## config.mk

```make
export PLATFORM = sky130hd
export DESIGN_NAME = pwl_sync_fifo
export DESIGN_NICKNAME = d
export VERILOG_FILES = /design/src/rtl/pwl_sync_fifo.sv
export SDC_FILE = /design/constraint.sdc
export NUM_CORES = 1
export LEC_CHECK = 0
export CORE_MARGIN = 2
export CORE_UTILIZATION = 25
export CTS_CLUSTER_DIAMETER = 200
export CTS_CLUSTER_SIZE = 40
export DETAILED_ROUTE_END_ITERATION = 10
export HOLD_SLACK_MARGIN = 0.08
export PLACE_DENSITY = 0.5
export SETUP_SLACK_MARGIN = 0.3
export SLEW_MARGIN = 20
export SYNTH_ARGS = -nofsm -noshare
export SYNTH_HDL_FRONTEND = slang
export SYNTH_SLANG_ARGS = --single-unit
```

## constraint.sdc

```tcl
create_clock -name i_clk -period 10.4 [get_ports i_clk]
set_input_delay 3.12 -clock i_clk [delete_from_list [all_inputs] [get_ports i_clk]]
set_output_delay 3.12 -clock i_clk [all_outputs]
set_load 0.005 [all_outputs]
```

## src/rtl/pwl_sync_fifo.sv

```systemverilog
// Synchronous FIFO with extra-bit pointers; accepts a push while full when a
// pop happens in the same cycle.
module pwl_sync_fifo #(
  parameter int WIDTH = 16,
  parameter int DEPTH = 8
) (
  input  logic                     i_clk,
  input  logic                     i_rst,
  input  logic                     i_clr,
  input  logic                     i_push,
  input  logic                     i_pop,
  input  logic [WIDTH-1:0]         i_wdata,
  output logic [WIDTH-1:0]         o_rdata,
  output logic                     o_full,
  output logic                     o_empty,
  output logic [$clog2(DEPTH):0]   o_count
);

  localparam int AW = $clog2(DEPTH);

  logic [WIDTH-1:0] r_mem [DEPTH];
  logic [AW:0]      r_wptr;
  logic [AW:0]      r_rptr;
  logic             w_push;
  logic             w_pop;

  assign o_count = r_wptr - r_rptr;
  assign o_full  = (o_count == (AW+1)'(DEPTH));
  assign o_empty = (o_count == '0);
  assign o_rdata = r_mem[r_rptr[AW-1:0]];
  assign w_pop   = i_pop && !o_empty;
  assign w_push  = i_push && (!o_full || w_pop);

  always_ff @(posedge i_clk) begin
    if (w_push) r_mem[r_wptr[AW-1:0]] <= i_wdata;
  end

  always_ff @(posedge i_clk) begin
    if (i_rst || i_clr) begin
      r_wptr <= '0;
      r_rptr <= '0;
    end else begin
      if (w_push) r_wptr <= r_wptr + 1'b1;
      if (w_pop)  r_rptr <= r_rptr + 1'b1;
    end
  end

endmodule

```

==> implementation parameters, run 1 <==
Parameter                              Value

Global routing
  Pin count of the biggest net entering global routing ... 33
  Vias in the first global route ... 2905
  First-pass GRT wire length ... 16.68 mm
  Antenna violations before repair ... 0
  Aggregate global-route resource usage ... 0.09749
  Global route overflow ... 0

Timing
  Final-layout worst hold slack ... 0.5260 ns
  Final critical-path share of the clock period ... 0.6002
  Post-route setup TNS ... 0 ns
  Setup slack after layout ... 4.158 ns
  Upper clock frequency limit ... 160.2 MHz
  Setup violators final ... 0
  Pin slew with the least headroom to its limit ... 0.9913 ns
  Clk_skew ... 0.006736 ns
  Tmin final ... 6.242 ns
  Number of max-slew violations in the final report ... 0
  Remaining max-slew budget at the tightest pin ... 0.3382
  Final Hold Viols ... 0
  RSZ-0062 raised after global routing ... no

Finish
  Seq. cell area ... 4065 sq um
  Footprint of the multi-input gates ... 1391 sq um
  Final cell count without fillers ... 619
  Post-route design area ... 6887 sq um
  Layout Utilization ... 0.3175
  Number of filler instances in the final layout ... 2071
  Number of inserted diodes ... 0
  Area growth from synthesis to final layout ... 25.29%
  Fraction of layout cells with a size suffix above 1 ... 0.3009
  Total Nets Final ... 353

Pwr
  Fraction of power spent switching nets ... 0.1986
  Proportion of power drawn by combinational gates ... 0.061
  Power share of the clock group ... 0.445
  Static power due to leakage ... 2.161 nW
  Design Power ... 1.259 mW
  Worst IR drop on VDD ... 108.3 uV
  Flop pwr share ... 0.494
  Sw power ... 0.2500 mW
  Power per cell area ... 182.8 nW/um^2
  P_int ... 1.009 mW

Synthesis
  Cell Area, Synth ... 5497 sq um
  Yosys cell types ... 34
  Top cells by area in the synthesized netlist ... edfxtp_1 70%, mux4_2 13%, dfxtp_1 4.0%
  Yosys synthesis warning count ... 0
  Fraction of registers with async set or reset after synthesis ... 0
  Most frequent cells after synthesis ... 128 x edfxtp_1, 32 x mux4_2, 16 x mux2_2
  Most area-hungry cell type in the Yosys netlist ... edfxtp_1
  Mean instance size in the synthesized netlist ... 20.59 sq um
  Number of synthesized flops with an enable pin ... 128
  Most repeated cell in the gate-level netlist after synthesis ... edfxtp_1
  Post-synthesis sequential area ratio ... 0.7394
  Synth Flop Type ... edfxtp_1
  Synthesized Nets ... 294
  Cells after synthesis ... 267
  Post-synthesis sequential element count ... 139
  Top-area cell type share of the netlist area ... 0.6993

Floorplanning
  Die height ... 152.3 um
  Total Die Area ... 23190 sq um
  I/O pin count ... 43
  Core ar. ... 21690 sq um
  X dimension of the die ... 152.3 um
  Initial Util ... 0.2534
  Standard-cell row count ... 54

Placement
  Post-detail-place hpwl ... 6.319 mm
  Number of placed cells counting well taps ... 587
  Routability Congestion ... 0.7181
  Placed Instance Area ... 6329 sq um
  Post-placement worst setup slack ... 4.597 ns
  Buffers added on ports ... 42

Detailed routing
  Post-route DRC ... 0
  Post-detailed-route via-to-cell ratio ... 4.205
  Initial detailed-routing violation count ... 127
  Final routed wire length divided by cell count ... 17.31 um
  Total wire length after detailed routing ... 10.72 mm
  Total number of vias ... 2603
  Detailed-routing iteration count for the pre-antenna-repair pass ... 4
  Antenna-violating nets left ... 0

CTS
  Htree depth ... 4
  Number of buffers inserted during clock tree synthesis ... 17
  Clk sinks ... 139
  Clock-pin slew reported for the worst setup and hold paths after clock tree synthesis ... 0.06 ns
  Clock Latency Late Sink ... 0.41 ns
  Root buffer cell ... clkbuf_16
  Buffer count from post-CTS setup fixing ... 0
  Max Buffers Root-to-Sink ... 2
  Hold buffer count at cts ... 0
  TritonCTS clock tree ... built
  Resize count post-CTS ... 0

Critical path
  Worst Reg2Reg Path Length in Cells ... 8
  Worst Path Required ... 7.28 ns
  Critical-path top delay cell ... dfxtp_1
  CP Cell Sequence ... inv_1, ha_1, inv_1, fa_1, or3_2, nor2_1, clkdlybuf4s50_1
  Dominant cell type by count on the critical path ... inv_1
  Category of the worst setup path capture point ... output port
  Delay contributed by the slowest stage of the critical path ... 0.61 ns
  Kind of critical path ... flop to output port
  Launching element type of the critical path ... flop
  Data arrival time at the worst-slack endpoint ... 3.12 ns
  Largest driver fanout on the critical path ... 9

Run
  Max-capacitance violation count ... 0

Status
  Run status ... finished, final reports clean

Worst hold path
  Cell count of the worst hold path ... 2
  Worst min-delay path class ... flop to flop
[power groups by stage]
stage | Clock [mW] | Combinational (mW) | Sequential, mW
floorplan | 0 | 0.0393 | 0.632
global placement | 0 | 0.0784 | 0.633
detailed placement | 0 | 0.0794 | 0.634
CTS | 0.573 | 0.0799 | 0.622
global route | 0.599 | 0.0851 | 0.622
finish | 0.560 | 0.0773 | 0.622
[layout by cell type (no fill, tap or decap), drive strengths merged, types with 2 or more instances in the layout]
cell,netlist,final
nand3,3,3
ha,5,5
clkbuf,5,17
or3,3,3
nor3,6,6
a21oi,6,6
buf,6,9
xor2,3,3
clkinvlp,0,4
inv,9,9
clkdlybuf4s50,0,42
clkinv,0,9
mux4,32,32
a21o,2,2
nor4,3,3
bufinv,0,2
edfxtp,128,128
nand2,3,3
dfxtp,11,11
nor2,9,9
o21ai,4,4
xnor2,2,2
mux2,17,17
[worst paths after layout]
path / from / slack (ns) / to
min reg2reg: r_rptr[3] / 0.53 / r_rptr[3]
max reg2reg: r_wptr[0] / 7.04 / r_mem[7][10]
min: r_rptr[3] / 0.53 / r_rptr[3]
max: r_wptr[0] / 4.16 / o_empty
[per-layer routing]
layer / global-route usage / part of all wire / vias up
li1: - / - / 1201
met1: 0.1148 / 0.43 / 1345
met2: 0.1607 / 0.51 / 45
met3: 0.03726 / 0.048 / 12
met4: 0.04005 / 0.013 / 0
met5: 0 / 0 / -
[critical path, delay by kind of cell (launching register included)]
kind	cells	cell delay, ns
flip-flops	1	0.61
AND/OR/NAND/NOR	2	0.64
adder cells (fa/ha/maj)	2	0.70
buffers and inverters	3	0.76
[registers in the layout, summed over array words and instances, names as in the netlist, named ones only]
signal,count
r_wptr,4
r_rptr,4
r_mem,128
[cell families (layout without fill, tap and decap cells)]
group                      Yosys count  in the layout  synth area share
DFF                                139            139            0.7394
adders and majority gates            6              6           0.01502
muxes                               50             50            0.1684
buffers and inverters               20             92           0.01457
and+or+nand+nor                     33             33           0.03483
xor gates and xnor gates             5              5          0.007969
AOI/OAI and AO/OA                   14             14           0.01981
[cell type report]
class	instances	area share
flip-flops and latches	139	0.5903
multi-input cells	108	0.2020
repair buffers	51	0.07086
clock buffers	17	0.06177
well taps	280	0.05087
clock inverters	15	0.01926
inverters	9	0.004906
Note: power is estimated with default switching activity, not from simulation.
==> inputs of run 2 (changes only) <==
- clock period: 10.4 -> 6.4 ns (I/O delays scaled with it)
==> implementation parameters, run 2 (synthesis gave the netlist of run 1 again) <==
Parameter                              Value

Status
  Run status ... finished, final reports clean

Finish
  Number of inserted diodes ... 0
  Flip-flop count of the largest register after layout ... 128
  Number of filler instances in the final layout ... 2053
  Fraction of layout cells with a size suffix above 1 ... 0.3068
  Post-route design area ... 6937 sq um
  Total Nets Final ... 353
  Commonest non-fill, non-tap cell in the layout ... edfxtp_1
  Leading cell types in the layout, fill and taps excluded ... 128 x edfxtp_1, 42 x clkdlybuf4s50_1, 32 x mux4_2, 17 x clkbuf_16, 16 x mux2_2
  Area growth from synthesis to final layout ... 26.20%

Floorplanning
  Standard-cell row count ... 54
  Die height ... 152.3 um
  X dimension of the die ... 152.3 um
  Core ar. ... 21690 sq um
  I/O pin count ... 43
  Total Die Area ... 23190 sq um
  Initial Util ... 0.2534

Critical path
  Worst Reg2Reg Path Length in Cells ... 8
  Critical path launch point ... r_wptr[0]
  Reg-to-Reg Start ... r_wptr[0]
  Launching element type of the critical path ... flop
  Data arrival time at the worst-slack endpoint ... 3.09 ns
  Dominant cell type by count on the critical path ... inv_1
  CP Cell Sequence ... inv_1, ha_1, inv_1, fa_1, or3_2, nor2_1, clkdlybuf4s50_1
  Kind of critical path ... flop to output port
  Worst Path Required ... 4.48 ns
  Category of the worst setup path capture point ... output port
  Largest driver fanout on the critical path ... 9
  Critical-path top delay cell ... dfxtp_1
  Setup slack of the worst register-to-register path ... 3.08 ns
  Terminus of the critical flop-to-flop path ... r_mem[7][10]
  Delay contributed by the slowest stage of the critical path ... 0.58 ns

Global routing
  Antenna violations before repair ... 1
  Vias in the first global route ... 2865
  Pin count of the biggest net entering global routing ... 33
  Aggregate global-route resource usage ... 0.09983
  First-pass GRT wire length ... 16.93 mm
  Global route overflow ... 0

Timing
  Final critical-path share of the clock period ... 0.7827
  Post-route setup TNS ... 0 ns
  Clk_skew ... 0.01073 ns
  Final Hold Viols ... 0
  RSZ-0062 raised after global routing ... no
  Setup violators final ... 0
  Pin slew with the least headroom to its limit ... 0.9800 ns
  Upper clock frequency limit ... 199.6 MHz
  Tmin final ... 5.009 ns
  Setup slack after layout ... 1.391 ns
  Number of max-slew violations in the final report ... 0
  Remaining max-slew budget at the tightest pin ... 0.3458

Placement
  Placed Instance Area ... 6329 sq um
  Post-detail-place hpwl ... 6.284 mm
  Routability Congestion ... 0.7198
  Buffers added on ports ... 42
  Post-placement worst setup slack ... 1.831 ns

CTS
  Hold buffer count at cts ... 0
  Htree depth ... 4
  Clock Latency Late Sink ... 0.42 ns
  Root buffer cell ... clkbuf_16
  Buffer count from post-CTS setup fixing ... 0
  TritonCTS clock tree ... built
  Number of buffers inserted during clock tree synthesis ... 17
  Clk sinks ... 139
  Resize count post-CTS ... 0
  Clock-pin slew reported for the worst setup and hold paths after clock tree synthesis ... 0.06 ns
  Max Buffers Root-to-Sink ... 2

Detailed routing
  Final routed wire length divided by cell count ... 17.27 um
  Initial detailed-routing violation count ... 196
  Total wire length after detailed routing ... 10.69 mm
  Post-route DRC ... 0
  Detailed-routing iteration count for the pre-antenna-repair pass ... 4
  Post-detailed-route via-to-cell ratio ... 4.237
  Antenna-violating nets left ... 0
  Total number of vias ... 2623

Worst hold path
  Worst min-delay path class ... flop to flop
  Worst Hold End ... r_rptr[3]
  Worst Min Path Start ... r_rptr[3]
  Cell count of the worst hold path ... 2

Pwr
  Power per cell area ... 307.6 nW/um^2
  Design Power ... 2.133 mW
  Static power due to leakage ... 2.189 nW
  Worst IR drop on VDD ... 217.2 uV

Run
  Max-capacitance violation count ... 0
## run 2: how the worst max path moves through the flow
stage                        endpoint  slack [ns]  cells after the start
after detailed placement      o_empty        1.83                      7
after floorplan           r_mem[0][0]        2.22                      3
after global placement         o_full        1.87                      7
final                         o_empty        1.39                      7
after global routing          o_empty        1.17                      7
after CTS                     o_empty        1.35                      7
## run 2: cell type report
class | instances | area (sq um) | area share
clock buffers | 19 | 432.9 | 0.06241
multi-input cells | 108 | 1391 | 0.2006
repair buffers | 51 | 488.0 | 0.07035
inverters | 9 | 33.78 | 0.004870
well taps | 280 | 350.3 | 0.05051
clock inverters | 13 | 175.2 | 0.02525
flip-flops and latches | 139 | 4065 | 0.5860
## run 2: report_power, final
group	internal, mW	switching [mW]	leakage, nW
sequential	1.01	0.00722	1.25
clock	0.647	0.351	0.290
combinational	0.0712	0.0519	0.647
## run 2: metrics by stage
stage	instances	util	hold WS [ns]
floorplan	267	-	0.4855
global placement	587	0.2918	0.5117
detailed placement	587	0.2918	0.5176
CTS	619	0.3198	0.5342
global route	619	0.3198	0.5648
finish	619	0.3198	0.5388
## run 2: metal layers
metal	track usage	wire length, um
met5	0	12
met4	0.03872	161
met3	0.04039	616
met2	0.1600	5269
met1	0.1209	4632
## run 2: critical path, delay by kind of cell, from the launching register on
kind	cells	cell delay (ns)
simple gates	2	0.64
flops	1	0.58
buf+inv	3	0.74
fa+ha+maj	2	0.70
==> inputs of run 3 (changes only) <==
- PLACE_DENSITY: 0.5 -> 0.51
- clock period: 6.4 -> 4.06 ns (I/O delays scaled with it)
==> implementation parameters, run 3 (synthesis gave the netlist of run 1 again) <==
Parameter                              Value

Finish
  Area growth from synthesis to final layout ... 28.61%
  Flip-flop count of the largest register after layout ... 128
  Total Nets Final ... 357
  Number of inserted diodes ... 0
  Fraction of layout cells with a size suffix above 1 ... 0.3440
  Number of filler instances in the final layout ... 2057
  Commonest non-fill, non-tap cell in the layout ... edfxtp_1
  Final cell count without fillers ... 623
  Leading cell types in the layout, fill and taps excluded ... 128 x edfxtp_1, 40 x clkdlybuf4s50_1, 32 x mux4_2, 21 x clkbuf_16, 16 x mux2_2
  Post-route design area ... 7069 sq um

Global routing
  Global route overflow ... 0
  Aggregate global-route resource usage ... 0.09972
  First-pass GRT wire length ... 17.17 mm
  Vias in the first global route ... 2974
  Antenna violations before repair ... 0
  Pin count of the biggest net entering global routing ... 33

Critical path
  Delay contributed by the slowest stage of the critical path ... 0.52 ns
  Critical-path top delay cell ... dfxtp_4
  Crit path buffers/inverters ... 2
  Category of the worst setup path capture point ... output port
  Data arrival time at the worst-slack endpoint ... 2.43 ns
  Kind of critical path ... flop to output port
  Crit-path leading delay family ... multiplexers
  CP Cell Sequence ... buf_12, mux4_2, mux2_2, clkdlybuf4s50_1
  Launching element type of the critical path ... flop
  Largest driver fanout on the critical path ... 12
  Worst Path Required ... 2.84 ns

Pwr
  P_int ... 2.787 mW
  Power per cell area ... 485.8 nW/um^2
  Power share of the clock group ... 0.475
  Worst IR drop on VDD ... 318.0 uV
  Fraction of power spent switching nets ... 0.1886
  Sw power ... 0.6477 mW
  Static power due to leakage ... 2.276 nW
  Flop pwr share ... 0.465
  Proportion of power drawn by combinational gates ... 0.061

CTS
  TritonCTS clock tree ... built
  Max Buffers Root-to-Sink ... 2
  Clk sinks ... 139
  Hold buffer count at cts ... 0
  Htree depth ... 4
  Root buffer cell ... clkbuf_16
  Clock Latency Late Sink ... 0.41 ns
  Clock-pin slew reported for the worst setup and hold paths after clock tree synthesis ... 0.06 ns
  Buffer count from post-CTS setup fixing ... 0
  Number of buffers inserted during clock tree synthesis ... 17

Detailed routing
  Initial detailed-routing violation count ... 146
  WL met1 ... 4.988 mm
  Met3 WL post-DR ... 377 um
  Final routed wire length divided by cell count ... 17.70 um
  Total wire length after detailed routing ... 11.03 mm
  Antenna-violating nets left ... 0
  Uppermost signal routing layer after detailed routing ... met4
  Post-route DRC ... 0
  Wire length on met2 ... 5.523 mm
  Total number of vias ... 2665
  Post-detailed-route via-to-cell ratio ... 4.278
  Detailed-routing iteration count for the pre-antenna-repair pass ... 5

Timing
  Number of max-slew violations in the final report ... 0
  Final Hold Viols ... 0
  Post-route setup TNS ... 0 ns
  Final critical-path share of the clock period ... 0.8997
  Remaining max-slew budget at the tightest pin ... 0.4685
  Setup violators final ... 0
  Clk_skew ... 0.009887 ns
  Upper clock frequency limit ... 273.8 MHz
  Pin slew with the least headroom to its limit ... 0.7964 ns
  Tmin final ... 3.653 ns
  RSZ-0062 raised after global routing ... no

Placement
  Post-detail-place hpwl ... 6.568 mm
  Number of placed cells counting well taps ... 591
  Buffers added on ports ... 42
  Routability Congestion ... 0.7948
  Placed Instance Area ... 6384 sq um

Floorplanning
  X dimension of the die ... 152.3 um
  Die height ... 152.3 um
  Total Die Area ... 23190 sq um
  Initial Util ... 0.2534
  I/O pin count ... 43
  Standard-cell row count ... 54
  Core ar. ... 21690 sq um

Worst hold path
  Worst min-delay path class ... flop to flop

Status
  Run status ... finished, final reports clean

Run
  Max-capacitance violation count ... 0
[run 3: cell count changes in the layout (fill, tap and decap cells not counted), moves of 2 or more]
cell / change
clkdlybuf4s50_1: -2
inv_4: +3
dfxtp_2: +2
buf_12: +2
dfxtp_1: -3
dlymetal6s2s_1: +2
clkinvlp_4: -3
bufinv_16: -2
buf_4: +2
clkbuf_8: +2
clkbuf_16: +4
[run 3: repair_timing]
| item | CTS | global route |
|---|---|---|
| pin swaps | 0 | 0 |
| gates resized for setup | 9 | 4 |
| endpoints found under the setup margin | 14 | 3 |
| hold endpoints to repair | 0 | 0 |
[run 3: per-stage QoR]
| step | setup slack (ns) | hold WS [ns] | util | total power, mW |
|---|---|---|---|---|
| 2_1_floorplan | 0.4032 | 0.4855 | - | 1.720 |
| 3_3_place_gp | 0.5454 | 0.5074 | 0.2943 | 1.830 |
| 3_5_place_dp | 0.4489 | 0.5323 | 0.2943 | 1.835 |
| 4_1_cts | 0.2213 | 0.5409 | 0.3253 | 3.473 |
| 5_1_grt | 0.3133 | 0.5673 | 0.3259 | 3.550 |
| 6_report | 0.4073 | 0.5369 | 0.3259 | 3.434 |
[run 3: tightest hold or removal path, cell delays in order, from the launching register on]
cell and delay, ns:
dfxtp_1 0.34, o21ai_0 0.09, a21oi_1 0.06
[run 3: path summary, 6_finish.rpt]
kind	startpoint	end	slack, ns	cells after the start
worst max-delay path	flop	o_rdata[4]	0.41	4
worst min-delay path	r_rptr[3]	r_rptr[3]	0.54	2
worst max register to register	r_wptr[0]	r_mem[7][13]	1.22	8
worst min register to register	r_rptr[3]	r_rptr[3]	0.54	2
[run 3: area by class of cell]
cell class	instances	area, sq um	area share
flip-flops and latches	139	4071	0.5759
multi-input cells	108	1415	0.2002
clock buffers	24	556.8	0.07876
repair buffers	55	548.0	0.07752
well taps	280	350.3	0.04956
clock inverters	8	93.84	0.01327
inverters	9	33.78	0.004779
[run 3: power by group through the flow]
| stage | Clock [mW] | Combinational [mW] | Sequential, mW |
|---|---|---|---|
| 2_1_floorplan | 0 | 0.101 | 1.62 |
| 3_3_place_gp | 0 | 0.205 | 1.62 |
| 3_5_place_dp | 0 | 0.209 | 1.63 |
| 4_1_cts | 1.66 | 0.213 | 1.60 |
| 5_1_grt | 1.73 | 0.225 | 1.60 |
| 6_report | 1.63 | 0.208 | 1.60 |
[run 3: routing by layer]
metal  global-route usage  vias up
li1                     -     1217
met1               0.1232     1387
met2               0.1630       48
met3              0.03129       13
met4              0.04050        0
met5                    0        -
==> RTL edit: new RTL, settings of run 1 <==
`WIDTH`: 16 -> 24.
--- a/src/rtl/pwl_sync_fifo.sv
+++ b/src/rtl/pwl_sync_fifo.sv
@@ -3,3 +3,3 @@
 module pwl_sync_fifo #(
-  parameter int WIDTH = 16,
+  parameter int WIDTH = 24,
   parameter int DEPTH = 8
Interface: changed (resized i_wdata and o_rdata); port bits go from 43 to 59. No check against the original RTL was run, so the function may have changed too.
==> RTL edit against run 1 <==
Total power is 13% higher. Wire length is 49% higher. Clock skew is 0.057 ns higher. Area after synthesis is 43% higher. Cell area is 35% higher. Synthesized cell count is 34% higher. Largest power group unchanged. Critical endpoint unchanged. Global-route usage is 0.10 points higher. Sequential cell count is 64 higher. Worst setup slack worse by 0.095 ns.
==> RTL edit: results <==
# TYPE chip_impl_metric gauge
chip_impl_metric{name="clock_skew",unit="ns"} 0.06343
chip_impl_metric{name="global_route.usage.met1",unit=""} 0.1361
chip_impl_metric{name="comb.multi_input.count",unit=""} 132
chip_impl_metric{name="cts_max_path_buffers",unit=""} 3
chip_impl_metric{name="worst_setup_hold_path_clk_slew",unit="ns"} 0.14
chip_impl_metric{name="route.layer.met1.wl",unit="um"} 7483
chip_impl_metric{name="ys_ff_latch",unit=""} 203
chip_impl_metric{name="wire_length_on_met3",unit="um"} 591
chip_impl_metric{name="post_route_cells_drive_above_1_share",unit=""} 0.2635
chip_impl_metric{name="routabilityCongestion",unit=""} 0.6888
chip_impl_metric{name="placement.cell_area",unit="mm^2"} 0.009025
chip_impl_metric{name="seqCellArea",unit="mm^2"} 0.005991
chip_impl_info{name="yosys-top-cells-count",value="edfxtp_1, mux4_2, mux2_2"} 1
chip_impl_metric{name="share_seq_of_total_power",unit=""} 0.643
chip_impl_metric{name="post_synth_fa_ha_maj_area_fraction",unit=""} 0.01047
chip_impl_metric{name="grt_util_met2",unit=""} 0.1649
chip_impl_metric{name="dp.final_hpwl",unit="um"} 9072
chip_impl_metric{name="dieArea",unit="mm^2"} 0.03298
chip_impl_metric{name="synth-xor-area-share",unit=""} 0.005553
chip_impl_metric{name="area.growth.synth_to_final",unit="%"} 18.12
chip_impl_metric{name="global_route_total_usage_across_every_layer",unit=""} 0.09853
chip_impl_metric{name="postSynthCellCount",unit=""} 359
chip_impl_info{name="status",value="finished, final reports clean"} 1
chip_impl_metric{name="cts-buffers-inserted",unit=""} 9
chip_impl_metric{name="synth-compound-area-share",unit=""} 0.01380
chip_impl_metric{name="syn_nets",unit=""} 394
chip_impl_metric{name="fmax",unit="GHz"} 0.1578
chip_impl_info{name="rr_endpoint",value="r_mem[1][3]"} 1
chip_impl_metric{name="hold_ws",unit="ns"} 0.5461
chip_impl_metric{name="wl_met2",unit="um"} 7702
chip_impl_metric{name="critical_path_arrival",unit="ns"} 3.22
chip_impl_metric{name="place.detailed.instances",unit=""} 814
chip_impl_metric{name="power_switching",unit="uW"} 286.5
chip_impl_metric{name="layout.nonclk_buf_frac",unit=""} 0.07334
chip_impl_metric{name="first_global_vias",unit=""} 3900
==> RTL edit: changes by cell type in the layout (fill, tap and decap cells not counted), moves of 2 or more <==
cell,run 1,this run
clkinv_2,3,0
mux4_2,32,48
edfxtp_1,128,192
mux2_2,16,24
bufinv_16,2,0
clkinvlp_4,4,0
clkbuf_1,0,2
clkdlybuf4s50_1,42,58
clkbuf_16,17,9
clkinv_1,5,0
==> RTL edit: power by group through the flow <==
| stage | clock network [uW] | registers [uW] | logic, uW |
|---|---|---|---|
| 6_report | 401 | 912 | 105 |
| 2_1_floorplan | 0 | 927 | 52.3 |
| 4_1_cts | 420 | 917 | 103 |
| 3_3_place_gp | 0 | 934 | 100 |
| 5_1_grt | 445 | 914 | 115 |
| 3_5_place_dp | 0 | 935 | 102 |
==> RTL edit: critical path: stages (launching register included) <==
cell	delay, ns
dfxtp_1	0.63
inv_1	0.17
ha_1	0.27
inv_1	0.08
fa_1	0.45
or3_2	0.52
nor2_1	0.11
clkdlybuf4s50_1	0.51
